`src/rtl/est_pkg.sv`:
```
// Shared constants, FSM encoding and round/saturate helper for the PBCH
// channel-estimate consumers.
package est_pkg;

  localparam int IQ_W      = 16;
  localparam int FRAC      = 14;
  localparam int BASE_ADDR = 576;
  localparam int NUM_RE    = 240;

  typedef enum logic [1:0] {
    ST_IDLE  = 2'd0,
    ST_RUN   = 2'd1,
    ST_DRAIN = 2'd2
  } eq_state_t;

  // Round-half-up by 2^(frac-1), arithmetic shift, clip to int16.
  // Bit IQ_W of the result is the clip indicator.
  function automatic logic [IQ_W:0] round_sat(input logic signed [32:0] s,
                                               input int frac);
    logic signed [32:0] r;
    r = (s + (33'sd1 <<< (frac - 1))) >>> frac;
    if (r > 33'sd32767)
      return {1'b1, 16'h7fff};
    else if (r < -33'sd32768)
      return {1'b1, 16'h8000};
    else
      return {1'b0, r[15:0]};
  endfunction

endpackage

```
`src/rtl/pbch_equalizer_cmplx_conj_mult.sv`:
```
// Two-stage rx * conj(h): products registered in stage 1, sums with
// round/saturate registered in stage 2. Valid travels alongside the data.
module cmplx_conj_mult
  import est_pkg::*;
#(
  parameter int FRAC_BITS = FRAC
) (
  input  logic                clk,
  input  logic                rst,
  input  logic                in_vld,
  input  logic [2*IQ_W-1:0]   rx_word,
  input  logic [2*IQ_W-1:0]   h_word,
  output logic                out_vld,
  output logic [2*IQ_W-1:0]   out_word,
  output logic                out_sat
);

  logic signed [IQ_W-1:0]   a, b, c, d;
  logic signed [2*IQ_W-1:0] p_ac, p_bd, p_bc, p_ad;
  logic                     vld1_q;
  logic signed [32:0]       sum_re, sum_im;
  logic [IQ_W:0]            res_re, res_im;

  assign a = rx_word[2*IQ_W-1:IQ_W];
  assign b = rx_word[IQ_W-1:0];
  assign c = h_word[2*IQ_W-1:IQ_W];
  assign d = h_word[IQ_W-1:0];

  always_ff @(posedge clk) begin
    if (rst) begin
      vld1_q <= 1'b0;
      p_ac   <= '0;
      p_bd   <= '0;
      p_bc   <= '0;
      p_ad   <= '0;
    end else begin
      vld1_q <= in_vld;
      p_ac   <= 32'(a) * 32'(c);
      p_bd   <= 32'(b) * 32'(d);
      p_bc   <= 32'(b) * 32'(c);
      p_ad   <= 32'(a) * 32'(d);
    end
  end

  // conj(h): re = ac + bd, im = bc - ad
  always_comb begin
    sum_re = 33'(p_ac) + 33'(p_bd);
    sum_im = 33'(p_bc) - 33'(p_ad);
    res_re = round_sat(sum_re, FRAC_BITS);
    res_im = round_sat(sum_im, FRAC_BITS);
  end

  always_ff @(posedge clk) begin
    if (rst) begin
      out_vld  <= 1'b0;
      out_word <= '0;
      out_sat  <= 1'b0;
    end else begin
      out_vld <= vld1_q;
      out_sat <= vld1_q & (res_re[IQ_W] | res_im[IQ_W]);
      if (vld1_q)
        out_word <= {res_re[IQ_W-1:0], res_im[IQ_W-1:0]};
    end
  end

endmodule

```
`src/rtl/pbch_equalizer.sv`:
```
// PBCH equalizer: reads one channel estimate per received RE and streams out
// rx * conj(h) with a sticky saturation flag and an end-of-run done pulse.
module pbch_equalizer #(
  parameter int RAM_WIDTH  = 32,
  parameter int ADDR_WIDTH = 10,
  parameter int BASE_ADDR  = est_pkg::BASE_ADDR,
  parameter int NUM_RE     = est_pkg::NUM_RE,
  parameter int FRAC       = est_pkg::FRAC
) (
  input  logic                  clk,
  input  logic                  rst,
  input  logic                  start,
  input  logic                  rx_vld,
  input  logic [RAM_WIDTH-1:0]  rx_data,
  input  logic [RAM_WIDTH-1:0]  eq_ram_dout,
  output logic [ADDR_WIDTH-1:0] eq_read_addr,
  output logic                  eq_read_enable,
  output logic                  eq_vld,
  output logic [RAM_WIDTH-1:0]  eq_data,
  output logic                  sat_flag,
  output logic                  busy,
  output logic                  done,
  output logic [1:0]            dbg_state
);

  localparam int CNT_W = $clog2(NUM_RE);

  // Handshake: an RE is accepted on any cycle with rx_vld=1 while in RUN;
  // there is no back-pressure, so the read strobe equals the acceptance.
  est_pkg::eq_state_t    state_q, state_d;
  logic [CNT_W-1:0]      cnt_q;
  logic [ADDR_WIDTH-1:0] addr_q, addr_cur;
  logic                  accept, last_acc;
  logic                  vld0_q;
  logic [RAM_WIDTH-1:0]  rx_q;
  logic                  last0_q, last1_q, done_q;
  logic                  mult_sat;

  assign accept   = (state_q == est_pkg::ST_RUN) && rx_vld;
  assign last_acc = accept && (cnt_q == CNT_W'(NUM_RE - 1));
  assign addr_cur = ADDR_WIDTH'(BASE_ADDR) + ADDR_WIDTH'(cnt_q);

  assign eq_read_enable = accept;
  assign eq_read_addr   = accept ? addr_cur : addr_q;
  assign busy           = (state_q != est_pkg::ST_IDLE);
  assign done           = done_q;
  assign dbg_state      = state_q;

  always_comb begin
    state_d = state_q;
    case (state_q)
      est_pkg::ST_IDLE:  if (start)    state_d = est_pkg::ST_RUN;
      est_pkg::ST_RUN:   if (last_acc) state_d = est_pkg::ST_DRAIN;
      est_pkg::ST_DRAIN: if (done_q)   state_d = est_pkg::ST_IDLE;
      default:                         state_d = est_pkg::ST_IDLE;
    endcase
  end

  always_ff @(posedge clk) begin
    if (rst) begin
      state_q  <= est_pkg::ST_IDLE;
      cnt_q    <= '0;
      addr_q   <= '0;
      vld0_q   <= 1'b0;
      rx_q     <= '0;
      last0_q  <= 1'b0;
      last1_q  <= 1'b0;
      done_q   <= 1'b0;
      sat_flag <= 1'b0;
    end else begin
      state_q <= state_d;
      vld0_q  <= accept;
      // The last-RE marker runs alongside the multiplier so done lines up
      // with the final eq_vld.
      last0_q <= last_acc;
      last1_q <= last0_q;
      done_q  <= last1_q;
      if (accept) begin
        rx_q   <= rx_data;
        addr_q <= addr_cur;
      end
      if (state_q == est_pkg::ST_IDLE && start)
        cnt_q <= '0;
      else if (accept)
        cnt_q <= cnt_q + 1'b1;
      if (state_q == est_pkg::ST_IDLE && start)
        sat_flag <= 1'b0;
      else if (eq_vld && mult_sat)
        sat_flag <= 1'b1;
    end
  end

  cmplx_conj_mult #(
    .FRAC_BITS (FRAC)
  ) u_mult (
    .clk      (clk),
    .rst      (rst),
    .in_vld   (vld0_q),
    .rx_word  (rx_q),
    .h_word   (eq_ram_dout),
    .out_vld  (eq_vld),
    .out_word (eq_data),
    .out_sat  (mult_sat)
  );

endmodule
```
`config.mk`:
```
export PLATFORM = sky130hd
export DESIGN_NAME = pbch_equalizer
export DESIGN_NICKNAME = d
export VERILOG_FILES = /design/src/rtl/est_pkg.sv /design/src/rtl/pbch_equalizer_cmplx_conj_mult.sv /design/src/rtl/pbch_equalizer.sv
export SDC_FILE = /design/constraint.sdc
export NUM_CORES = 2
export LEC_CHECK = 0
export CAP_MARGIN = 10
export CORE_MARGIN = 10
export CORE_UTILIZATION = 29
export CTS_BUF_LIST = sky130_fd_sc_hd__clkbuf_4
export DETAILED_ROUTE_END_ITERATION = 16
export PLACE_DENSITY = 0.46
export SLEW_MARGIN = 20
export SYNTH_ARGS = -nofsm -noshare
export SYNTH_HDL_FRONTEND = slang
export SYNTH_SLANG_ARGS = --single-unit
```
`constraint.sdc`:
```
create_clock -name clk -period 10.55 [get_ports clk]
set_input_delay 1.055 -clock clk [delete_from_list [all_inputs] [get_ports clk]]
set_output_delay 1.055 -clock clk [all_outputs]
set_load 0.02 [all_outputs]
```
==> results.sh <==
export IMPL_outcome="finished clean"
export IMPL_nets=7038
export IMPL_synth_area_leaders="fa_1, ha_1, inv_1"
export IMPL_cts_made_buffers=76
export IMPL_start_util_pct=29.1
export IMPL_power_density_nw_per_um2=135
export IMPL_post_cts_setup_buffers=0
export IMPL_place_area_um2=52800
export IMPL_num_vias=35400
export IMPL_slew_viol_final=0
export IMPL_num_io_pins=117
export IMPL_ys_ff_latch=220
export IMPL_drt_iter0_drc=1742
export IMPL_synth_edff_count=0
export IMPL_first_pass_iters=5
export IMPL_period_share_pct=72.9
export IMPL_async_flop_share_pct=0
export IMPL_synth_flop_cell="dfxtp_1"
export IMPL_timing_final_crit_period_ns=7.69
export IMPL_post_synth_top_area_cell="fa_1"
export IMPL_critPathLaunchType="input port"
export IMPL_p_total_mw=7.24
export IMPL_grt_max_degree=63
export IMPL_register_area_um2=4410
export IMPL_seqPwrFrac_pct=15.7
export IMPL_synth_adder_area_share_pct=54.1
export IMPL_vias_per_cell=4.57
export IMPL_cts_clk_slew_worst_paths_ns=0.06
export IMPL_netlist_top_cells_count="inv_1, fa_1, nand2_1"
export IMPL_synth_most_common_cell="inv_1"
export IMPL_dp_cells=7610
export IMPL_hold_violations=0
export IMPL_overflow=0
export IMPL_timing_hold_ws_ns=0.435
export IMPL_critical_path_class="in -> reg"
export IMPL_grt_pass1_wl_um=227000
export IMPL_yosysWarnings=0
export IMPL_route_detailed_drc=0
export IMPL_htreeDepth=3
export IMPL_wl_per_cell_um=18.2
export IMPL_cts_hold_buf=0
export IMPL_wirelength_um=141000
export IMPL_synth_xor_area_share_pct=2.90
export IMPL_ir_drop_mv=0.0930
export IMPL_rsz0062_at_grt="false"
export IMPL_die_w_um=432
export IMPL_critical_path_peak_fanout=22
export IMPL_cts_tree="done"
export IMPL_p_leak_nw=27.0
export IMPL_fin_area_um2=53700
export IMPL_syn_num_nets=7006
export IMPL_pwr_share_comb_pct=70.9
export IMPL_fmax_ghz=0.130
export IMPL_cts_resized=0
export IMPL_die_h_um=432
export IMPL_ant_nets=0
export IMPL_finalSetupViolCount=0
export IMPL_gr_usage_all_layers_pct=15.6
export IMPL_clock_root_buffer="clkbuf_4"
export IMPL_post_place_ws_ns=1.95
export IMPL_muxShareOfSynthArea_pct=0.0839
export IMPL_power_switching_mw=3.71
export IMPL_reg2regPathDepth=21
export IMPL_synth_largest_type_area_fraction_pct=42.6
export IMPL_io_buffers=116
export IMPL_dp_hpwl_um=113000
export IMPL_cap_violations=0
export IMPL_yosysSeqAreaShare_pct=8.95
export IMPL_cp_arrival_ns=8.48
export IMPL_cts_sinks=220
export IMPL_syn_area_um2=49200
export IMPL_final_util_pct=31.8
export IMPL_syn_area_per_cell_um2=9.05
export IMPL_tightest_slew_ns=1.11
export IMPL_worstSetupEndpointType="flip-flop"
export IMPL_synth_compound_area_share_pct=6.94
export IMPL_synth_top_family_by_area="adder cells"
export IMPL_worst_slack_ns=2.86
export IMPL_clk_path_buf_depth=3
export IMPL_grt_pass1_vias=38800
export IMPL_hold_depth=1
export IMPL_internal_power_mw=3.53
export IMPL_hp_class="reg -> reg"
export IMPL_synthSimpleGateAreaFrac_pct=15.8
export IMPL_slew_headroom_pct=26.0
export IMPL_drive_gt1_share_pct=4.11
export IMPL_coreArea_um2=169000
export IMPL_multiInputGateArea_um2=39300
export IMPL_switching_share_pct=51.2
export IMPL_ys_types=93
export IMPL_skew_ns=0.129
export IMPL_final_fill_count=17800
export IMPL_pwr_share_clk_pct=13.5
export IMPL_cp_required_ns=11.34
export IMPL_stdcell_count=7748
export IMPL_gp_congestion=0.815
export IMPL_synth_cells=5438
export IMPL_setup_tns_ns=0
export IMPL_clock_latency_ns=1.05
export IMPL_antenna_found_initial=10
export IMPL_fp_dieArea_um2=187000
export IMPL_num_rows=151
export IMPL_areaGrowthSynthToFinish_pct=9.17
## metal layers
metal	track usage, %	wire length, µm	up-vias
li1	-	-	16400
met1	20.6	63000	18200
met2	26.8	69300	588
met3	2.13	5370	141
met4	4.00	3260	6
met5	0	32	-
## final timing paths
kind                                   endpoint  slack, ns           start
worst max-delay path            u_mult.p_bd[31]       2.86  eq_ram_dout[2]
worst min-delay path                       done       0.44         last1_q
worst max register to register  u_mult.p_ad[30]       3.05        rx_q[25]
worst min register to register             done       0.44         last1_q
## cell families after synthesis
kind of cell	after synthesis
AND/OR/NAND/NOR	1587
adder cells (fa/ha/maj)	1500
buffers and inverters	1450
AO/OA/AOI/OAI	515
flip-flops	220
XOR/XNOR	162
multiplexers	4
## final cells by class
| type | count | area share (%) |
|---|---|---|
| multi-input cells | 3768 | 73.1 |
| diodes | 12 | 0.0559 |
| repair buffers | 193 | 3.24 |
| clock buffers | 100 | 1.40 |
| clock inverters | 26 | 0.338 |
| inverters | 1211 | 8.46 |
| flip-flops and latches | 220 | 8.20 |
| well taps | 2218 | 5.16 |
## critical path, stage by stage
cell and delay (ns):
clkdlybuf4s50_1 1.19, buf_4 0.34, nand2_1 0.11, inv_1 0.11, fa_1 0.56, fa_1 0.86, fa_1 0.53, fa_1 0.50
fa_1 0.49, inv_1 0.05, fa_1 0.47, inv_1 0.04, ha_1 0.34, a21o_1 0.19, a21o_1 0.17, a21oi_1 0.15
o21ai_0 0.10, a21oi_1 0.21, o21ai_0 0.15, a211o_1 0.28, a21oi_1 0.27, a221o_1 0.20, a21oi_1 0.06
## power by group through the flow
stage | registers [mW] | logic, mW | clock network [mW]
2_1_floorplan | 1.07 | 3.71 | 0
3_3_place_gp | 1.17 | 5.12 | 0
3_5_place_dp | 1.17 | 5.14 | 0
4_1_cts | 1.15 | 5.18 | 1.03
5_1_grt | 1.15 | 5.85 | 1.07
6_report | 1.13 | 5.13 | 0.975
## sequential cells by signal, indices dropped and copies added, names as in the netlist
| name | cells |
|---|---|
| addr_q | 10 |
| last0_q | 1 |
| sat_flag | 1 |
| u_mult.p_bc | 32 |
| dbg_state | 2 |
| u_mult.out_vld | 1 |
| last1_q | 1 |
| rx_q | 32 |
| cnt_q | 8 |
| u_mult.p_ad | 32 |
| u_mult.p_bd | 32 |
| u_mult.p_ac | 32 |
| u_mult.out_sat | 1 |
| u_mult.out_word | 32 |
| vld0_q | 1 |
| u_mult.vld1_q | 1 |
| done | 1 |
## cells in the final DEF (no fill, tap or decap), types with 77 or more instances in the layout
| cell | netlist | final |
|---|---|---|
| clkdlybuf4s50_1 | 0 | 115 |
| o21ai_0 | 82 | 82 |
| inv_1 | 1210 | 1210 |
| a21oi_1 | 175 | 175 |
| xnor2_1 | 112 | 112 |
| clkbuf_4 | 0 | 100 |
| fa_1 | 1048 | 1048 |
| buf_4 | 0 | 77 |
| nor2_1 | 222 | 221 |
| ha_1 | 452 | 452 |
| dfxtp_1 | 220 | 218 |
| nand2_1 | 642 | 642 |
| and2_1 | 499 | 499 |
Note: power is estimated with default switching activity, not from simulation.
